`config.mk`:
```
export PLATFORM = sky130hd
export DESIGN_NAME = count_capture_fifo
export DESIGN_NICKNAME = d
export VERILOG_FILES = /design/src/rtl/count_capture_fifo.sv
export SDC_FILE = /design/constraint.sdc
export NUM_CORES = 1
export LEC_CHECK = 0
export ABC_AREA = 0
export BUFFER_PORTS_ARGS = -buffer_cell sky130_fd_sc_hd__buf_2
export CAP_MARGIN = 20
export CORE_MARGIN = 1
export CORE_UTILIZATION = 50
export DETAILED_ROUTE_END_ITERATION = 16
export PLACE_DENSITY = 0.71
export SETUP_SLACK_MARGIN = 0.2
export SLEW_MARGIN = 20
export SYNTH_ARGS = -nofsm -noshare
export SYNTH_HDL_FRONTEND = slang
export SYNTH_SLANG_ARGS = --single-unit
```
`constraint.sdc`:
```
create_clock -name clk -period 2.65 [get_ports clk]
set_input_delay 0.53 -clock clk [delete_from_list [all_inputs] [get_ports clk]]
set_output_delay 0.53 -clock clk [all_outputs]
set_load 0.01 [all_outputs]
```
`src/rtl/count_capture_fifo.sv`:
```
// rtl/count_capture_fifo.sv - timestamps capture_in rising edges into a FIFO drained by a valid/ready read
module count_capture_fifo #(
    parameter int BITS        = 16,
    parameter int DEPTH       = 4,
    parameter int SYNC_STAGES = 2
) (
    input  logic                     clk,
    input  logic                     reset,
    input  logic [BITS-1:0]          count,
    input  logic                     capture_in,
    input  logic                     valid,
    input  logic                     clear_ovf,
    output logic                     ready,
    output logic [BITS-1:0]          rdata,
    output logic [$clog2(DEPTH):0]   level,
    output logic                     empty,
    output logic                     overflow,
    output logic                     irq
);

    localparam int AW = $clog2(DEPTH);
    localparam int LW = AW + 1;

    typedef enum logic {
        IDLE = 1'b0,
        ACK  = 1'b1
    } state_t;

    state_t                  state, state_nxt;
    logic [SYNC_STAGES-1:0]  sync_q;
    logic                    prev;
    logic                    s_sync;
    logic                    cap_evt;
    logic [AW-1:0]           wr_ptr, rd_ptr;
    logic [BITS-1:0]         mem [DEPTH];
    logic                    full;
    logic                    do_pop;
    logic                    push_ok;
    logic                    drop;
    logic                    ready_nxt;
    logic [BITS-1:0]         rdata_nxt;

    assign s_sync  = sync_q[SYNC_STAGES-1];
    assign cap_evt = s_sync & ~prev;
    assign full    = (level == LW'(DEPTH));
    assign empty   = (level == '0);
    assign irq     = ~empty | overflow;

    // A pop in the same cycle frees the slot, so a capture into a full FIFO is kept.
    assign push_ok = cap_evt & (~full | do_pop);
    assign drop    = cap_evt & full & ~do_pop;

    always_comb begin
        state_nxt = state;
        ready_nxt = 1'b0;
        rdata_nxt = rdata;
        do_pop    = 1'b0;
        case (state)
            IDLE: begin
                if (valid && !ready) begin
                    ready_nxt = 1'b1;
                    state_nxt = ACK;
                    if (!empty) begin
                        rdata_nxt = mem[rd_ptr];
                        do_pop    = 1'b1;
                    end else begin
                        rdata_nxt = '0;
                    end
                end
            end
            ACK: begin
                ready_nxt = 1'b0;
                state_nxt = IDLE;
            end
            default: state_nxt = IDLE;
        endcase
    end

    always_ff @(posedge clk) begin
        if (reset) begin
            state    <= IDLE;
            sync_q   <= '0;
            prev     <= 1'b0;
            wr_ptr   <= '0;
            rd_ptr   <= '0;
            level    <= '0;
            ready    <= 1'b0;
            rdata    <= '0;
            overflow <= 1'b0;
        end else begin
            state  <= state_nxt;
            sync_q <= {sync_q[SYNC_STAGES-2:0], capture_in};
            prev   <= s_sync;
            ready  <= ready_nxt;
            rdata  <= rdata_nxt;
            if (push_ok) begin
                wr_ptr <= wr_ptr + AW'(1);
            end
            if (do_pop) begin
                rd_ptr <= rd_ptr + AW'(1);
            end
            case ({push_ok, do_pop})
                2'b10:   level <= level + LW'(1);
                2'b01:   level <= level - LW'(1);
                default: level <= level;
            endcase
            // A drop on the same edge as clear_ovf keeps the flag set.
            if (drop) begin
                overflow <= 1'b1;
            end else if (clear_ovf) begin
                overflow <= 1'b0;
            end
        end
    end

    always_ff @(posedge clk) begin
        if (!reset && push_ok) begin
            mem[wr_ptr] <= count;
        end
    end

endmodule

```
Word level (Yosys, flattened, before mapping). Memories as Yosys holds them, arrays and structs flattened. A register that Yosys moved wholly into a read port is not among the register bits. Index checks and enable logic that the tools add are counted. Widths: inputs -> output; s select.

Memories: 1. Bits of input ports: 21. Latch bits: 0. Flip-flop bits (word level): 28. ROM bits: 0. Memory bits (writable): 64. Logic and storage cells: 48.

Memory list: mem (words 4, width 16, read ports 1, clocked after memory_dff 1, write ports 1, line 35) `logic [BITS-1:0] mem [DEPTH];`.

Bitwise gates (word level): 11. Reduce and logical (&&, ||, !) cells: 8. Order comparisons: 0. Muxes and demuxes: 13. Multipliers: 0. $add $sub $neg: 4. Divide/modulo/power cells: 0. Shifts and indexed selects: 0. Equal/unequal tests: 3.

Operator list (count): $mux 16 (1); $mux 1 (8); $pmux 3 s2 (1); $not 1->1 (5); $add 2x1->2 const B (2); $and 1x1->1 (4); $mux 2 (2); $reduce_bool 2->1 (2); $add 3x1->3 const B (1); $eq 3x3->1 const B (1); $logic_not 3->1 (1); $sub 3x1->3 const B (1); $eq 2x1->1 const B (1); $eq 2x2->1 const B (1); $logic_and 1x1->1 (2); $logic_not 1->1 (2); $or 1x1->1 (2); $pmux 1 s2 (1); $reduce_and 2->1 (1).

Longest topological paths before layout. Gate-level depths: netlist of the first run.

Word-level depth: 9. Gate-level depth with buffers: 9.

Worst setup path before layout of the first run. OpenSTA, ideal clock, no wires.

Path kind: input to register. From: input port valid. To: memory mem[1][0], enable pin. Stages: 4. Arrival: 2.296 ns. Path slack: -0.059 ns. Setup time: 0.413 ns. Path buffers: 0. Cell sequence: nand2b_2 -> a31oi_2 -> inv_1 -> nor3b_1.

Longest elaborated chain between the ends: 8.

Ends and longest elaborated chain: from (decl) (line 11) `input logic valid,`; $logic_and 1x1->1 (line 60) `if (valid && !ready) begin`; $mux 1 (line 60); $mux 1 (line 58) `case (state)`; $or 1x1->1 (line 50) `assign push_ok = cap_evt & (~full | do_pop);`; $and 1x1->1 (line 50); $logic_and 1x1->1 (line 117) `if (!reset && push_ok) begin`; $mux 1 (line 117); $mux 1 (not written as such) (line 118) `mem[wr_ptr] <= count;`; to (decl) (line 35).

No other way between the ends.

Worst setup path in the final report of the first run.
From: register state. To: register level[2].

Longest elaborated chain between the ends: 8.

Ends and longest elaborated chain: from (decl) (line 29) `state_t state, state_nxt;`; from (signal assigned) (line 91) `state <= state_nxt;`; $logic_not 1->1; $logic_and 1x1->1; $mux 1; $mux 1 * (line 58); $or 1x1->1 (line 50); $and 1x1->1 (line 50); $eq 2x1->1 / $eq 2x2->1 (equally long branches) (line 102) `case ({push_ok, do_pop})`; $pmux 3 s2 / $reduce_bool 2->1 (equally long branches); to (signal assigned) (line 103) `2'b10: level <= level + LW'(1);`; to (signal assigned) (line 104) `2'b01: level <= level - LW'(1);`; to (signal assigned) (line 105) `default: level <= level;`; to (decl) (line 15) `output logic [$clog2(DEPTH):0] level,`.

Every way passes the cells marked *; elsewhere a longest branch is shown, timed or not. A chain may end at the register's enable or synchronous reset.

==> metrics.md, run 1 <==
| Metric | Value |
|---|---|
| CTS root buffer | clkbuf_8 |
| Most used cell, CP | inv_1 |
| Max Clk Rate | 468 MHz |
| Flops & latches, synth | 94 |
| CTS tree | yes |
| Crit-path slowest cell | fa_1 |
| Syn Nets | between 200 and 250 |
| Multi-input gate area | between 900 and 1000 um2 |
| Cell Area, Synth | approximately 3500 um2 |
| DRC viols | 0 |
| Max stage delay on crit path | ~0.37 ns |
| Crit Path Max Fanout | 8 |
| Synth warn | 0 |
| Worst-Skew Late Latency | around 0.36 ns |
| Post-Layout Inst Area | between 4000 and 5000 um2 |
| Post-CTS sizing | 0 |
| Rel. slew slack | around 45% |
| R2r endpoint | level[2] |
| Iter 0 DRT Violations | just under 70 |
| Die X-Extent | 85.7 um |
| Max VDD drop | around 430 uV |
| Cts bufs inserted | 9 |
| Leak | between 1 and 1.5 nW |
| Final HPWL DP | about 3700 um |
| Filler Cells Inserted | approximately 520 |
| Clk slew on worst S/H paths | 0.10 ns |
| WL/cell | 16.2 um |
| Final hold vios | 0 |
| Worst Hold Launch | capture_in |
| Dpl cell area | 3880 um2 |
| RSZ-0062 raised after global routing | false |
| Number of global-route vias before repair | 1808 |
| Drt pass-1 iters | 4 |
| Worst EP required | approximately 3.0 ns |
| Remaining global-route overflow | 0 |
| WL final | 5640 um |
| R2R Setup Slk | 0.51 ns |
| Final ANT Viol Nets | 0 |
| CP Data Arrival Time | approximately 2.4 ns |
| Worst Hold Class | input pin to flip-flop |
| Cell count after synthesis | 190 |
| Slew of the pin with the lowest slew margin | between 0.8 and 0.9 ns |
| Gr usage total | 17.4% |
| Max Slew Vio Count | 0 |
| Starting Density | around half |
| Register area | approximately 2500 um2 |
| Port bufs | 43 |
| Antenna cells | 0 |
| Gpl congestion | about 0.66 |
| Row count | 30 |
| Die Y | around 86 um |
| Cell variety after synth | 29 |
| Synthesized area per cell | ~18 um2 |
| # hold bufs at CTS | 0 |
| Worst Hold Path Cells | 2 |
| Via count | between 1.5k and 2k |
| CP Capture Type | flip-flop |
| Clock buffer depth | 2 |
| Util after Layout | between 60% and 70% |
| Setup bufs post-CTS | 0 |
| Max-cap violations | 0 |
| Worst setup SP type | flip-flop |
| Final Net Count | approximately 270 |
| Sequential area share after synthesis | 72.0% |
| Cells on worst reg2reg path | 9 |
| Initial antenna violation count | 0 |
| H-tree level count | 3 |
| Worst Skew | approximately 0.011 ns |
| Fin crit share | between 80% and 90% |
| R2r startpoint | state |
| Die area | around 7300 um2 |
| Share of cells above drive strength 1 | between 30% and 40% |
| Pwr per Cell Area | ~670 nW/um2 |
| Final min period | around 2.1 ns |
| Final setup violation count | 0 |
| Outcome | finished, final reports clean |
| Via density | a little over 5 |
| Ports | 44 |
| Largest net degree at the start of global routing | 22 |
| Clock Sink Count | 94 |
| Final setup TNS | 0 ns |
| Wire length of the first global-routing pass | 9250 um |
| Area delta synth->final | 16.3% |
| CP cell instances | nand2b_2 > a31oi_2 > inv_1 > ha_1 > inv_1 > fa_1 > xor2_1 > or3_1 > a21oi_1 |
| Core ar. | between 6000 and 7000 um2 |
| Hold Path End | sync_q[0] |
| Critical path class | flip-flop to flip-flop |
## state kept, by name, summed over array words and instances, names as in the netlist, named ones only
register	cells
mem	64
rdata	16
level	3
rd_ptr	2
sync_q	2
wr_ptr	2
overflow	1
prev	1
state	1
## placed cells by master (no fill, tap or decap)
cell type and count:
buf_2 43, mux2_2 1, nand4bb_1 1, nand2b_2 1
clkinv_8 1, o31ai_1 1, o21ai_0 2, or4_1 1
nand2b_1 5, clkbuf_8 9, inv_1 7, xor2_1 2
clkinv_4 1, a22o_1 16, ha_1 5, clkinvlp_4 2
or3_1 2, mux4_1 6, nor2b_1 4, fa_1 1
nor2_1 9, a21oi_1 6, buf_4 11, nor3b_2 4
mux2i_1 1, a31oi_2 1, dfxtp_1 30, mux4_2 10
inv_8 1, nor3_4 2, inv_6 2, edfxtp_1 64
## report_power, final
part,switching [mW],leakage [nW],internal (mW)
clock network,0.537,0.0911,0.363
logic,0.114,0.544,0.106
registers,0.0288,0.820,1.59
## layout make-up
class	count	area share, %
Clock buffer	9	3.04
Clock inverter	7	1.69
Inverter	7	0.645
Multi-Input combinational cell	81	22.5
Sequential cell	94	61.9
Tap cell	96	2.95
Timing Repair Buffer	54	7.31
## per-layer routing
metal / vias to the layer above / track usage [%] / part of all wire (%)
met2: 46 / 26.8 / 49
met1: 889 / 23.9 / 45
li1: 864 / - / -
met5: - / 0 / 0
met3: 7 / 3.75 / 3.9
met4: 0 / 8.64 / 1.5
## stage by stage
stage / hold slack (ns) / std cells / total power, mW / setup slack [ns]
2_1_floorplan: 0.414 / 190 / 1.81 / -0.0589
3_3_place_gp: 0.423 / 332 / 1.88 / 0.355
3_5_place_dp: 0.429 / 332 / 1.88 / 0.272
4_1_cts: 0.358 / 348 / 2.77 / 0.501
5_1_grt: 0.368 / 348 / 2.85 / 0.391
6_report: 0.371 / 348 / 2.74 / 0.514
## synth_stat cells
cell       number  area [um2]
nand2b_2        1        8.76
xor2_1          2        17.5
nand4bb_1       1        11.3
nor2_1          9        33.8
or4_1           1        7.51
o21ai_0         2        10.0
mux4_2         10         225
buf_1           1        3.75
edfxtp_1       64        1920
inv_1           7        26.3
or3_1           2        12.5
a31oi_2         1        12.5
ha_1            5        62.6
o31ai_1         1        7.51
clkbuf_1        1        3.75
buf_2           4        20.0
buf_6           1        11.3
buf_12          1        20.0
mux2i_1         1        10.0
nor3_4          2        32.5
dfxtp_1        30         601
nor2b_1         4        25.0
a21oi_1         6        30.0
a22o_1         16         140
mux4_1          6         158
fa_1            1        20.0
nor3b_1         4        30.0
mux2_2          1        11.3
nand2b_1        5        31.3
## cells by family after synthesis
| logic type | synth area share (%) |
|---|---|
| multiplexers | 11.5 |
| AND/OR/NAND/NOR | 5.50 |
| flip-flops | 72.0 |
| buffers and inverters | 2.43 |
| AO/OA/AOI/OAI | 5.71 |
| XOR/XNOR | 0.500 |
| adder cells (fa/ha/maj) | 2.36 |
## worst max-delay path by stage
stage | start | to | slack, ns | cells after the start
global placement | valid | level[2] | 0.35 | 10
global route | level[0] | level[2] | 0.39 | 9
floorplan | valid | mem[1][0] | -0.06 | 4
CTS | state | level[2] | 0.50 | 9
detailed placement | valid | level[2] | 0.27 | 10
finish | state | level[2] | 0.51 | 9
## critical path, delay by kind of cell, from the launching register on
kind	cells	cell delay [ns]
compound gates	2	0.29
xor+xnor	1	0.15
fa+ha+maj	2	0.56
buf+inv	2	0.18
flops	1	0.35
simple gates	2	0.54
(Power assumes the default switching activity.)
==> run 2: changes to the inputs <==
--- a/config.mk
+++ b/config.mk
@@ -11,7 +11,7 @@
 export CORE_MARGIN = 1
 export CORE_UTILIZATION = 50
 export DETAILED_ROUTE_END_ITERATION = 16
-export PLACE_DENSITY = 0.71
+export PLACE_DENSITY = 0.68
 export SETUP_SLACK_MARGIN = 0.2
 export SLEW_MARGIN = 20
 export SYNTH_ARGS = -nofsm -noshare
==> constraint.sdc (replaced) <==
create_clock -name clk -period 2 [get_ports clk]
set_input_delay 0.4 -clock clk [delete_from_list [all_inputs] [get_ports clk]]
set_output_delay 0.4 -clock clk [all_outputs]
set_load 0.01 [all_outputs]
==> run 2 against run 1 <==
Routed wire length rose by 8.0%; largest cell class unchanged; largest power group unchanged; sequential share of layout area fell by 4.2 points; critical path type unchanged; sequential power rose by 32%; global-route usage rose by 0.28 points; hold slack got worse by 0.13 ns; critical path depth did not move.
==> metrics.md, run 2 (synthesis results as in run 1) <==
| Metric | Value |
|---|---|
| Outcome | finished, final reports clean |
| DRC viols | 0 (unchanged) |
| Final WS setup | 0.0906 ns (-0.424 ns) |
| Most used cell, CP | buf_6 |
| Max Clk Rate | 524 MHz (+12%) |
| Crit Path Max Fanout | 7 (-1) |
| Area delta synth->final | 25.5% |
| Largest net degree at the start of global routing | 22 (unchanged) |
| Util after Layout | 64.7% (+4.7 points) |
| Final hold vios | 0 (unchanged) |
| Starting Density | 51.6% (unchanged) |
| Die area | 7350 um2 (unchanged) |
| Final setup TNS | 0 ns (unchanged) |
| Max-cap violations | 0 (unchanged) |
| Wire length of the first global-routing pass | 9250 um (about the same) |
| R2r endpoint | mem[2][2] |
| Share of cells above drive strength 1 | 41.9% (+6.6 points) |
| Crit-path slowest cell | dfxtp_2 |
| Die Y | 85.7 um (unchanged) |
| Pint | 3.02 mW (+47%) |
| Pwr per Cell Area | 884 nW/um2 (+31%) |
| Critical path class | flip-flop to flip-flop |
| Cells on worst reg2reg path | 9 (unchanged) |
| Gr usage total | 17.7% (+0.28 points) |
| H-tree level count | 3 (unchanged) |
| Final min period | 1.91 ns (-0.226 ns) |
| Worst-Skew Late Latency | 0.36 ns (about the same) |
| Clock Sink Count | 94 (unchanged) |
| Most frequent cells in the layout | edfxtp_1 (64), buf_2 (43), dfxtp_1 (26) |
| Switching portion of total power | 22.2% (-2.6 points) |
| Max stage delay on crit path | 0.34 ns (-0.03 ns) |
| R2R Setup Slk | 0.09 ns (-0.42 ns) |
| CTS tree | yes |
| Largest regs | mem: 64 flops, rdata: 16 flops, level: 3 flops |
| Clk slew on worst S/H paths | 0.09 ns (about the same) |
| Worst EP required | 2.09 ns (-0.86 ns) |
| Seq pwr share | 55.1% (-4.1 points) |
| Via count | 1873 (+3.7%) |
| CTS root buffer | clkbuf_8 |
| WL/cell | 16.9 um (+4.1%) |
| Via density | 5.19 (about the same) |
| Worst Skew | 0.00992 ns (-0.000772 ns) |
| Combinational power share | 9.2% (+1.2 points) |
| RSZ-0062 raised after global routing | true |
| Crit path max-delay family | buffers and inverters |
| Most common cell after layout, fill and taps aside | edfxtp_1 |
| Slew of the pin with the lowest slew margin | 0.772 ns (-0.0504 ns) |
| Initial antenna violation count | 0 (unchanged) |
| Die X-Extent | 85.7 um (unchanged) |
| Post-Layout Inst Area | 4400 um2 (+7.9%) |
| Worst Hold Launch | count[1] |
| Drt pass-1 iters | 4 (unchanged) |
| Max VDD drop | 423 uV (-2.2%) |
| Max Slew Vio Count | 0 (unchanged) |
| WL final | 6090 um (+8.0%) |
| Antenna cells | 0 (unchanged) |
| Cts bufs inserted | 9 (unchanged) |
| Final HPWL DP | 3830 um (+4.5%) |
| Final ANT Viol Nets | 0 (unchanged) |
| CP cell instances | nand2b_4 > a31oi_4 > inv_4 > buf_4 > buf_6 > buf_8 > nor3b_4 > buf_6 > clkbuf_16 |
| Dpl cell area | 4000 um2 (+3.1%) |
| Port bufs | 43 (unchanged) |
| Worst Hold Class | input pin to flip-flop |
| CP Data Arrival Time | 2.00 ns (-0.44 ns) |
| Worst Path Buf+Inv | 6 (+4) |
| Iter 0 DRT Violations | 104 (+51%) |
| Number of flip-flops in the largest register | 64 (unchanged) |
| CP Capture Type | flip-flop |
| Remaining global-route overflow | 0 (unchanged) |
| Number of global-route vias before repair | 1874 (+3.7%) |
| Clock buffer depth | 2 (unchanged) |
| Final setup violation count | 0 (unchanged) |
| Row count | 30 (unchanged) |
| Hold Path End | mem[3][1] |
| Leak | 1.61 nW (+11%) |
| Worst Hold Path Cells | 1 (-1) |
| R2r startpoint | state |
| Gpl congestion | 0.692 (+4.5%) |
| Worst setup SP type | flip-flop |
| Rel. slew slack | 48.4% (+3.3 points) |
| Place WS | 0.0366 ns (-0.236 ns) |
| Fin crit share | 95.5% (+15 points) |
| Clk pwr share | 35.7% (+2.9 points) |
| Biggest register | mem |
| Final Net Count | 287 (+4.7%) |
| P_sw | 864 uW (+27%) |
| Ports | 44 (unchanged) |
| Core ar. | 6790 um2 (unchanged) |
[run 2: worst max-delay path by stage]
stage	startpoint	endpoint	slack, ns	depth (start not counted)
after floorplan	state	level[2]	0.09	9
after detailed placement	valid	level[2]	0.04	10
after global routing	level[1]	level[2]	0.05	9
after global placement	valid	level[2]	0.10	10
final	state	mem[2][2]	0.09	9
after CTS	level[0]	level[2]	0.14	9
[run 2: what timing repair did]
action	CTS	global route
setup endpoints to repair	2	29
cloned	0	2
hold buffers	0	0
gates resized for setup	3	7
pin swaps	2	2
endpoints found under the hold margin	0	0
setup buffers	3	8
[run 2: layout make-up]
type,instances,area (um2)
Tap cell,96,120
Fill cell,469,2400
Clock buffer,13,180
Multi-Input combinational cell,81,982
Timing Repair Buffer,67,503
Sequential cell,94,2530
Inverter,7,28.8
Clock inverter,3,47.5
[run 2: power groups by stage]
stage               Combinational, mW  Clock, mW  Sequential [mW]
floorplan                       0.219          0             2.20
global placement                0.329          0             2.19
detailed placement              0.335          0             2.19
CTS                             0.355       1.42             2.14
global route                    0.391       1.48             2.15
finish                          0.357       1.39             2.14
[run 2: metal layers]
metal / global-route usage, % / wire length (um) / vias up
li1: - / - / 889
met1: 20.9 / 2560 / 926
met2: 30.6 / 3170 / 47
met3: 6.45 / 265 / 11
met4: 5.30 / 105 / 0
met5: 0 / 0 / -
[run 2: per-stage QoR]
| step | hold WS, ns | total power [mW] | std cells |
|---|---|---|---|
| 6_report | 0.240 | 3.89 | 361 |
| 5_1_grt | 0.236 | 4.02 | 361 |
| 4_1_cts | 0.231 | 3.92 | 351 |
| 3_5_place_dp | 0.446 | 2.53 | 332 |
| 3_3_place_gp | 0.434 | 2.52 | 332 |
| 2_1_floorplan | 0.414 | 2.42 | 190 |
==> run 3: changes to the inputs <==
--- a/config.mk
+++ b/config.mk
@@ -12,7 +12,6 @@
 export CORE_UTILIZATION = 50
 export DETAILED_ROUTE_END_ITERATION = 16
 export PLACE_DENSITY = 0.68
-export SETUP_SLACK_MARGIN = 0.2
 export SLEW_MARGIN = 20
 export SYNTH_ARGS = -nofsm -noshare
 export SYNTH_HDL_FRONTEND = slang
==> constraint.sdc (replaced) <==
create_clock -name clk -period 2.1 [get_ports clk]
set_input_delay 0.42 -clock clk [delete_from_list [all_inputs] [get_ports clk]]
set_output_delay 0.42 -clock clk [all_outputs]
set_load 0.01 [all_outputs]
==> run 3 against run 2 <==
Combinational power fell by 17%; non-clock buffer count is 8 lower; cell count shrank 2.2%; highest routed layer unchanged; routed wire length decreased by 9.2%; largest power group unchanged; maximum frequency fell by 4.2%; die area unchanged.
==> metrics.md, run 3 (synthesis results as in run 1) <==
| Metric | Value |
|---|---|
| Final Net Count | 279 (-2.8%) |
| Clk slew on worst S/H paths | 0.09 ns (about the same) |
| Max Clk Rate | 502 MHz (-4.2%) |
| Worst setup SP type | flip-flop |
| Critical path class | flip-flop to flip-flop |
| Worst Hold Launch | capture_in |
| Most frequent cells in the layout | edfxtp_1 (64), buf_2 (43), dfxtp_1 (29) |
| R2r startpoint | level[2] |
| Top Usage Layer GRT | met2 |
| Remaining global-route overflow | 0 (unchanged) |
| Crit-path slowest cell | dfxtp_1 |
| Cts bufs inserted | 9 (unchanged) |
| Final hold vios | 0 (unchanged) |
| Worst Hold Path Cells | 2 (+1) |
| Largest net degree at the start of global routing | 21 (-4.5%) |
| Slew of the pin with the lowest slew margin | 0.701 ns (-0.0711 ns) |
| Area delta synth->final | 17.7% |
| CP startpoint | level[2] |
| Fin crit share | 94.9% (-0.58 points) |
| Max stage delay on crit path | 0.48 ns (+0.14 ns) |
| WL/cell | 15.7 um (-7.2%) |
| Worst Skew | 0.0102 ns (+0.000289 ns) |
| Number of flip-flops in the largest register | 64 (unchanged) |
| Final min period | 1.99 ns (+0.0834 ns) |
| CTS tree | yes |
| Util after Layout | 60.7% (-4.0 points) |
| Final HPWL DP | 3640 um (-5.0%) |
| Most common cell after layout, fill and taps aside | edfxtp_1 |
| H-tree level count | 3 (unchanged) |
| Drt pass-1 iters | 4 (unchanged) |
| Hold Path End | sync_q[0] |
| CP Capture Type | flip-flop |
| Starting Density | 51.6% (unchanged) |
| Final setup violation count | 0 (unchanged) |
| R2R Setup Slk | 0.11 ns (+0.02 ns) |
| Iter 0 DRT Violations | 96 (-7.7%) |
| GR Util met1 | 21.8% (+0.92 points) |
| Max-cap violations | 0 (unchanged) |
| Gpl congestion | 0.753 (+8.9%) |
| Worst Path Buf+Inv | 1 (-5) |
| DRC viols | 0 (unchanged) |
| Rel. slew slack | 53.1% (+4.7 points) |
| Clock buffer depth | 2 (unchanged) |
| CTS root buffer | clkbuf_8 |
| Core ar. | 6790 um2 (unchanged) |
| CP Data Arrival Time | 2.28 ns (+0.28 ns) |
| Global-route met3 utilization | 4.62% (-1.8 points) |
| Ports | 44 (unchanged) |
| Port bufs | 43 (unchanged) |
| Die area | 7350 um2 (unchanged) |
| Final setup TNS | 0 ns (unchanged) |
| Crit path max-delay family | simple AND/OR/NAND/NOR gates |
| Worst-Skew Late Latency | 0.35 ns (about the same) |
| Leak | 1.49 nW (-7.5%) |
| Max Slew Vio Count | 0 (unchanged) |
| Worst Hold Class | input pin to flip-flop |
| Crit Path Max Fanout | 8 (+1) |
| Worst EP required | 2.38 ns (+0.29 ns) |
| Setup bufs post-CTS | 0 (-3) |
| Outcome | finished, final reports clean |
| Biggest register | mem |
| Row count | 30 (unchanged) |
| Wire length of the first global-routing pass | 8940 um (-3.4%) |
| Gr usage total | 16.8% (-0.89 points) |
| R2r endpoint | level[2] |
| Max VDD drop | 506 uV (+19%) |
| RSZ-0062 raised after global routing | false |
| Multi-input gate area | 920 um2 (-6.4%) |
| Share of cells above drive strength 1 | 37.4% (-4.5 points) |
| Number of global-route vias before repair | 1771 (-5.5%) |
| Largest regs | mem: 64 flops, rdata: 16 flops, level: 3 flops |
| Register area | 2520 um2 (-0.44%) |
| Clock Sink Count | 94 (unchanged) |
| CP cell instances | nor3_4 > nor2_1 > ha_1 > inv_1 > fa_1 > xor2_1 > or3_1 > a21oi_1 |
| Antenna cells | 0 (unchanged) |
| Met2 Resource Use GR | 27.0% (-3.6 points) |
| Final ANT Viol Nets | 0 (unchanged) |
| Initial antenna violation count | 0 (unchanged) |
| Die X-Extent | 85.7 um (unchanged) |
| Pwr per Cell Area | 837 nW/um2 (-5.3%) |
| WL final | 5530 um (-9.2%) |
| Via count | 1793 (-4.3%) |
| Cells on worst reg2reg path | 8 (-1) |
| Via density | 5.08 (-2.1%) |
| Die Y | 85.7 um (unchanged) |
| Filler Cells Inserted | 507 (+8.1%) |
## run 3: cell count changes in the layout (fill, tap and decap cells not counted), moves of 3 or more
cell and change:
nor3b_2 +4, dfxtp_1 +3, clkbuf_16 -3, buf_6 -4, nor3b_4 -4, dfxtp_4 -3
buf_12 -3
## run 3: metal layers
metal	vias up	share of wire (%)
met3	6	3.1
met4	0	1.5
met2	31	51
met5	-	0
met1	888	45
li1	868	-
## run 3: how the worst max path moves through the flow
stage | cells after the start | to | slack, ns
3_5_place_dp | 10 | level[2] | 0.03
2_1_floorplan | 4 | mem[1][0] | -0.55
3_3_place_gp | 10 | level[2] | 0.08
4_1_cts | 9 | level[2] | 0.06
5_1_grt | 8 | level[2] | 0.004
6_report | 8 | level[2] | 0.11
## run 3: power breakdown
part           switching [mW]  internal, mW
combinational           0.154         0.144
sequential             0.0257          2.01
clock                   0.662         0.457
## run 3: repair_timing
item                                    in CTS  in global routing
hold buffers                                 0                  0
endpoints found under the hold margin        0                  0
endpoints found under the setup margin       0                  1
resized for setup                            0                  2
## run 3: stage by stage
stage               area [um2]  power, mW  setup WS, ns  hold WS [ns]  cells
floorplan                 3500       2.28        -0.547         0.414    190
global placement          3930       2.38        0.0765         0.419    337
detailed placement        3930       2.38        0.0297         0.435    337
CTS                       4120       3.51        0.0584         0.262    353
global route              4130       3.63       0.00414         0.252    353
finish                    4130       3.46         0.107         0.276    353
## run 3: area by class of cell
class	instances	area share [%]
flip-flops and latches	94	61.2
clock inverters	7	1.58
inverters	7	0.637
clock buffers	9	3.00
repair buffers	59	8.43
well taps	96	2.91
multi-input cells	81	22.3
## run 3: worst reg2reg max path: stages, from the launching register on
cell     delay (ns)
dfxtp_1        0.48
nor3_4         0.12
nor2_1         0.13
ha_1           0.18
inv_1          0.06
fa_1           0.37
xor2_1         0.16
or3_1          0.30
a21oi_1        0.15
